--- src/rtl/maxnet_param.sv ---
`default_nettype none
// ============================================================================
// Module   : maxnet_param
// Brief    : Iterative MAXNET winner-take-all over N unsigned channels with
//            lateral inhibition epsilon = 2^-EPS_SHIFT (ceiling-rounded).
// Revision : 1.0 - initial release
// ============================================================================
module maxnet_param #(
    parameter int N         = 4,
    parameter int W         = 5,
    parameter int EPS_SHIFT = 3
) (
    input  logic                 clk,
    input  logic                 rst,
    input  logic                 start,
    input  logic [N*W-1:0]       X,
    output logic                 busy,
    output logic                 done,
    output logic                 valid,
    output logic [$clog2(N)-1:0] winner_idx,
    output logic [W-1:0]         result,
    output logic [W-1:0]         iter_cnt
);

    localparam int c_xw = $clog2(N);
    localparam int c_sw = W + c_xw;
    localparam int c_iw = c_sw + 1;
    localparam int c_nw = c_xw + 1;

    localparam logic [1:0] c_st_idle = 2'd0;
    localparam logic [1:0] c_st_run  = 2'd1;
    localparam logic [1:0] c_st_done = 2'd2;

    // epsilon must not exceed 1/N, otherwise the network can collapse to zero
    generate
        if (EPS_SHIFT < c_xw) begin : g_eps_check
            $error("maxnet_param: 2^EPS_SHIFT must be >= N");
        end
    endgenerate

    logic [1:0]      r_state;
    logic [1:0]      w_state_nxt;
    logic [W-1:0]    r_act     [N];
    logic [W-1:0]    w_act_nxt [N];
    logic [N*W-1:0]  r_x;
    logic [W-1:0]    r_cnt;
    logic [c_sw-1:0] w_sum;
    logic [c_nw-1:0] w_nz_cnt;
    logic [c_xw-1:0] w_nz_idx;
    logic [W-1:0]    w_nz_x;
    logic            w_settled;
    logic            r_valid;
    logic [c_xw-1:0] r_idx;
    logic [W-1:0]    r_result;
    logic [W-1:0]    r_iter;

    // Sum of activations plus the identity of the (last) nonzero channel;
    // the identity is only meaningful when exactly one channel survives.
    always_comb begin
        w_sum    = '0;
        w_nz_cnt = '0;
        w_nz_idx = '0;
        w_nz_x   = '0;
        for (int i = 0; i < N; i++) begin
            w_sum = w_sum + c_sw'(r_act[i]);
            if (r_act[i] != '0) begin
                w_nz_cnt = w_nz_cnt + c_nw'(1);
                w_nz_idx = c_xw'(i);
                w_nz_x   = r_x[i*W +: W];
            end
        end
    end

    assign w_settled = (w_nz_cnt <= c_nw'(1));

    generate
        for (genvar i = 0; i < N; i++) begin : g_chan
            logic [c_iw-1:0] w_diff;
            logic [c_iw-1:0] w_inh;
            assign w_diff = c_iw'(w_sum) - c_iw'(r_act[i]);
            // ceil(diff / 2^EPS_SHIFT) without an add-then-shift overflow
            assign w_inh  = (w_diff == '0) ? '0
                          : ((w_diff - c_iw'(1)) >> EPS_SHIFT) + c_iw'(1);
            assign w_act_nxt[i] = (w_inh >= c_iw'(r_act[i])) ? '0
                                : (r_act[i] - w_inh[W-1:0]);
        end
    endgenerate

    always_ff @(posedge clk) begin
        if (rst) begin
            r_state <= c_st_idle;
        end else begin
            r_state <= w_state_nxt;
        end
    end

    always_comb begin
        w_state_nxt = r_state;
        case (r_state)
            c_st_idle: if (start) w_state_nxt = c_st_run;
            c_st_run:  if (w_settled) w_state_nxt = c_st_done;
            c_st_done: w_state_nxt = c_st_idle;
            default:   w_state_nxt = c_st_idle;
        endcase
    end

    always_ff @(posedge clk) begin
        if (rst) begin
            for (int i = 0; i < N; i++) begin
                r_act[i] <= '0;
            end
            r_x      <= '0;
            r_cnt    <= '0;
            r_valid  <= 1'b0;
            r_idx    <= '0;
            r_result <= '0;
            r_iter   <= '0;
        end else begin
            case (r_state)
                c_st_idle: begin
                    if (start) begin
                        for (int i = 0; i < N; i++) begin
                            r_act[i] <= X[i*W +: W];
                        end
                        r_x   <= X;
                        r_cnt <= '0;
                    end
                end
                c_st_run: begin
                    if (w_settled) begin
                        r_valid  <= (w_nz_cnt == c_nw'(1));
                        r_idx    <= w_nz_idx;
                        r_result <= w_nz_x;
                        r_iter   <= r_cnt;
                    end else begin
                        for (int i = 0; i < N; i++) begin
                            r_act[i] <= w_act_nxt[i];
                        end
                        r_cnt <= r_cnt + W'(1);
                    end
                end
                default: ;
            endcase
        end
    end

    assign busy       = (r_state != c_st_idle);
    assign done       = (r_state == c_st_done);
    assign valid      = r_valid;
    assign winner_idx = r_idx;
    assign result     = r_result;
    assign iter_cnt   = r_iter;

endmodule
`default_nettype wire

--- config.mk ---
export PLATFORM = sky130hd
export DESIGN_NAME = maxnet_param
export DESIGN_NICKNAME = d
export VERILOG_FILES = /design/src/rtl/maxnet_param.sv
export SDC_FILE = /design/constraint.sdc
export NUM_CORES = 1
export LEC_CHECK = 0
export CORE_AREA = 2 2 116 118
export CTS_CLUSTER_SIZE = 30
export DETAILED_ROUTE_END_ITERATION = 6
export DIE_AREA = 0 0 118 120
export PLACE_DENSITY_LB_ADDON = 0.08
export SYNTH_ARGS = -nofsm -noshare
export SYNTH_HDL_FRONTEND = slang
export SYNTH_SLANG_ARGS = --single-unit
--- constraint.sdc ---
create_clock -name clk -period 8.9 [get_ports clk]
set_input_delay 2.225 -clock clk [delete_from_list [all_inputs] [get_ports clk]]
set_output_delay 2.225 -clock clk [all_outputs]
set_load 0.05 [all_outputs]
==> results.py <==
metrics = {
    "grt": {
        "gr-usage-all-layers_pct": 20.2,
        "grt.overflow.total": 0,
        "grt_start_max_net_pins": 22,
        "grt_pass1_vias": 4522,
        "grt_pass1_wl_um": 22600,
        "number_of_antenna_violations_at_the_first_check_in_global_routing": 0,
    },
    "synthesis": {
        "synth-seq-cells": 60,
        "post-synth-top-count-cell": "sky130_fd_sc_hd__nand2_1",
        "yosysUniqueCellTypes": 66,
        "synthDominantCellAreaShare_pct": 15.5,
        "post_synth_net_total": 751,
        "post_synth.cell_area_avg_um2": 8.85,
        "synthTopCellsByCount": "sky130_fd_sc_hd__nand2_1, sky130_fd_sc_hd__ha_1, sky130_fd_sc_hd__inv_1",
        "synth.yosys.warnings": 0,
        "synthCells": 640,
        "synth.area.top_cells": "sky130_fd_sc_hd__ha_1, sky130_fd_sc_hd__dfxtp_1, sky130_fd_sc_hd__edfxtp_1",
        "post-synth-top-area-cell": "sky130_fd_sc_hd__ha_1",
        "seq_area_frac_synth_pct": 24.7,
        "async_flop_share_pct": 0,
        "synth_enable_flop_cells": 20,
        "synth_top_flop_cell": "sky130_fd_sc_hd__dfxtp_1",
        "synthesis.area_mm2": 0.00567,
    },
    "drt": {
        "detailedRoute.firstIterationViolations": 278,
        "dr_total_vias": 4610,
        "detailedRoute.firstPassIterationCount": 4,
        "number_of_remaining_drc_errors": 0,
        "detail_route.wl_per_cell_um": 16.0,
        "detail_route.wirelength_um": 13700,
        "drt.antenna.violating_nets": 0,
        "vias_per_cell": 5.38,
    },
    "placement": {
        "buffer_ports.inserted": 37,
        "dp_hpwl_um": 11200,
        "place_congestion": 0.857,
        "pre_cts_slack_ns": 2.89,
        "placed_instance_area_mm2": 0.00620,
    },
    "worst_setup_path": {
        "arrival_time_at_the_worst_endpoint_ns": 6.25,
        "rr_endpoint": "r_act[0][0]",
        "r2r_cells": 20,
        "setup.worst_path.start_class": "flop",
        "timing.setup.critical_path_class": "reg -> reg",
        "worst-endpoint-required_ns": 9.08,
        "crit_path_max_fanout": 6,
        "r2r_setup_slack_ns": 2.83,
        "crit_path_end_kind": "flop",
        "timing.rr.start": "r_act[3][1]",
    },
    "sta": {
        "max_slew.worst_pin.slew_ns": 0.969,
        "grt_setup_unrepaired": "false",
        "timing.setup.tns_ns": 0,
        "whs_ns": 0.437,
        "slew_viol_final": 0,
        "fin_skew_ns": 0.00679,
        "number_of_endpoints_with_negative_hold_slack_in_the_final_report": 0,
        "final_worst_path_period_share_pct": 68.2,
        "report.final.setup_viol": 0,
        "period_minus_slack_ns": 6.07,
        "fmax_ghz": 0.165,
        "maxSlewHeadroom_pct": 34.7,
        "timing.final.ws_setup_ns": 2.83,
    },
    "min_path": {
        "worst_hold_startpoint": "r_x[16]",
        "worstHoldPathCells": 2,
        "hp_class": "reg -> reg",
        "hold_end": "r_x[16]",
    },
    "floorplanning": {
        "core_region_area_mm2": 0.0130,
        "placement_rows": 42,
        "initial_utilization_pct": 43.6,
        "fp.dieArea_mm2": 0.0142,
        "num_io_pins": 38,
        "chip_height_um": 120,
        "fp.dieW_um": 118,
    },
    "final_layout": {
        "flow.area_growth_from_synthesis_pct": 14.7,
        "drive_above_1_share_pct": 6.75,
        "antennaDiodeCount": 0,
        "stdcell_area_mm2": 0.00650,
        "finish.net_count": 787,
    },
    "clock_network": {
        "clk_pin_slew_worst_paths_ns": 0.05,
        "cts.repair_timing.setup_buffer_count": 0,
        "htree_num_levels": 3,
        "hold_buffers": 0,
        "clock-root-buffer": "sky130_fd_sc_hd__clkbuf_16",
        "cts_inserted_buffers": 9,
        "cts-resized-gates": 0,
        "cts_tree": "yes",
        "longest_clk_path_bufs": 2,
        "worstSkewPairLatency_ns": 0.33,
        "numClockSinks": 60,
    },
    "run": {
        "cap_viol_max_count": 0,
    },
    "run_status": {
        "run_status": "completed",
    },
}
-- worst max-delay path, cell delays in order, from the launching register on --
cell	delay, ns
sky130_fd_sc_hd__edfxtp_1	0.47
sky130_fd_sc_hd__inv_1	0.27
sky130_fd_sc_hd__fa_1	0.47
sky130_fd_sc_hd__fa_1	0.51
sky130_fd_sc_hd__inv_1	0.04
sky130_fd_sc_hd__ha_1	0.23
sky130_fd_sc_hd__fa_1	0.65
sky130_fd_sc_hd__ha_1	0.33
sky130_fd_sc_hd__xor2_1	0.18
sky130_fd_sc_hd__or3_1	0.46
sky130_fd_sc_hd__or3_1	0.46
sky130_fd_sc_hd__nand2_1	0.09
sky130_fd_sc_hd__ha_1	0.22
sky130_fd_sc_hd__o21ba_2	0.19
sky130_fd_sc_hd__a22oi_1	0.21
sky130_fd_sc_hd__ha_1	0.31
sky130_fd_sc_hd__o21ai_0	0.18
sky130_fd_sc_hd__o21bai_1	0.09
sky130_fd_sc_hd__a21oi_1	0.19
sky130_fd_sc_hd__o311ai_2	0.20
sky130_fd_sc_hd__o21ai_1	0.18
-- sequential cells by signal, summed over array words and instances (netlist names) --
name,flops
r_state,2
iter_cnt,5
valid,1
result,5
r_act,20
r_cnt,5
winner_idx,2
r_x,20
-- area by class of cell --
class / instances / area, um2
Fill cell: 1263 / 6480
Multi-Input combinational cell: 504 / 3960
Sequential cell: 60 / 1400
Timing Repair Buffer: 40 / 393
Clock buffer: 12 / 246
Inverter: 61 / 229
Tap cell: 176 / 220
Clock inverter: 4 / 50.0
-- routing by layer --
metal  track usage (%)  share of wire (%)  up-vias
li1                  -                  -     2338
met1              26.5                 47     2177
met2              33.3                 46       77
met3              3.61                3.9       18
met4              7.15                2.4        0
met5                 0                  0        -
-- worst max-delay path by stage --
| stage | startpoint | end | slack [ns] | depth (start not counted) |
|---|---|---|---|---|
| 2_1_floorplan | r_act[2][1] | r_act[0][2] | 3.39 | 21 |
| 3_3_place_gp | r_act[2][1] | r_act[0][2] | 2.97 | 20 |
| 3_5_place_dp | r_act[3][1] | r_act[0][3] | 2.89 | 20 |
| 4_1_cts | r_act[3][1] | r_act[0][0] | 2.87 | 20 |
| 5_1_grt | r_act[3][1] | r_act[0][2] | 2.43 | 20 |
| 6_report | r_act[3][1] | r_act[0][0] | 2.83 | 20 |
-- kinds of logic after synthesis --
group	share of synthesized area [%]
AOI/OAI and AO/OA	21.8
xor gates and xnor gates	9.85
and+or+nand+nor	15.3
DFF	24.7
buffers and inverters	5.43
muxes	1.06
adders and majority gates	21.8
-- cell usage in the layout, fill, tap and decap left out, drive strengths merged, types with 5 or more instances in the layout --
cell type and count:
xnor2 34, nor2 31, a311oi 8, o21ai 56, ha 70, fa 18, nor2b 6, nand3 12
o21a 7, nand2b 10, o211ai 7, nor3 8, or2 5, a211oi 5, a21oi 30, clkbuf 12
mux2i 6, nand2 79, a221o 5, xor2 22, inv 61, a21o 17, dfxtp 40, clkdlybuf4s50 37
edfxtp 20
-- per-stage QoR --
stage	std cells	util (%)
4_1_cts	857	50.1
5_1_grt	857	50.1
6_report	857	50.1
2_1_floorplan	640	-
3_5_place_dp	841	47.8
3_3_place_gp	841	47.8
Power is not shown: default switching activity piles up to over one toggle a cycle in this logic, so the estimate is an artifact.
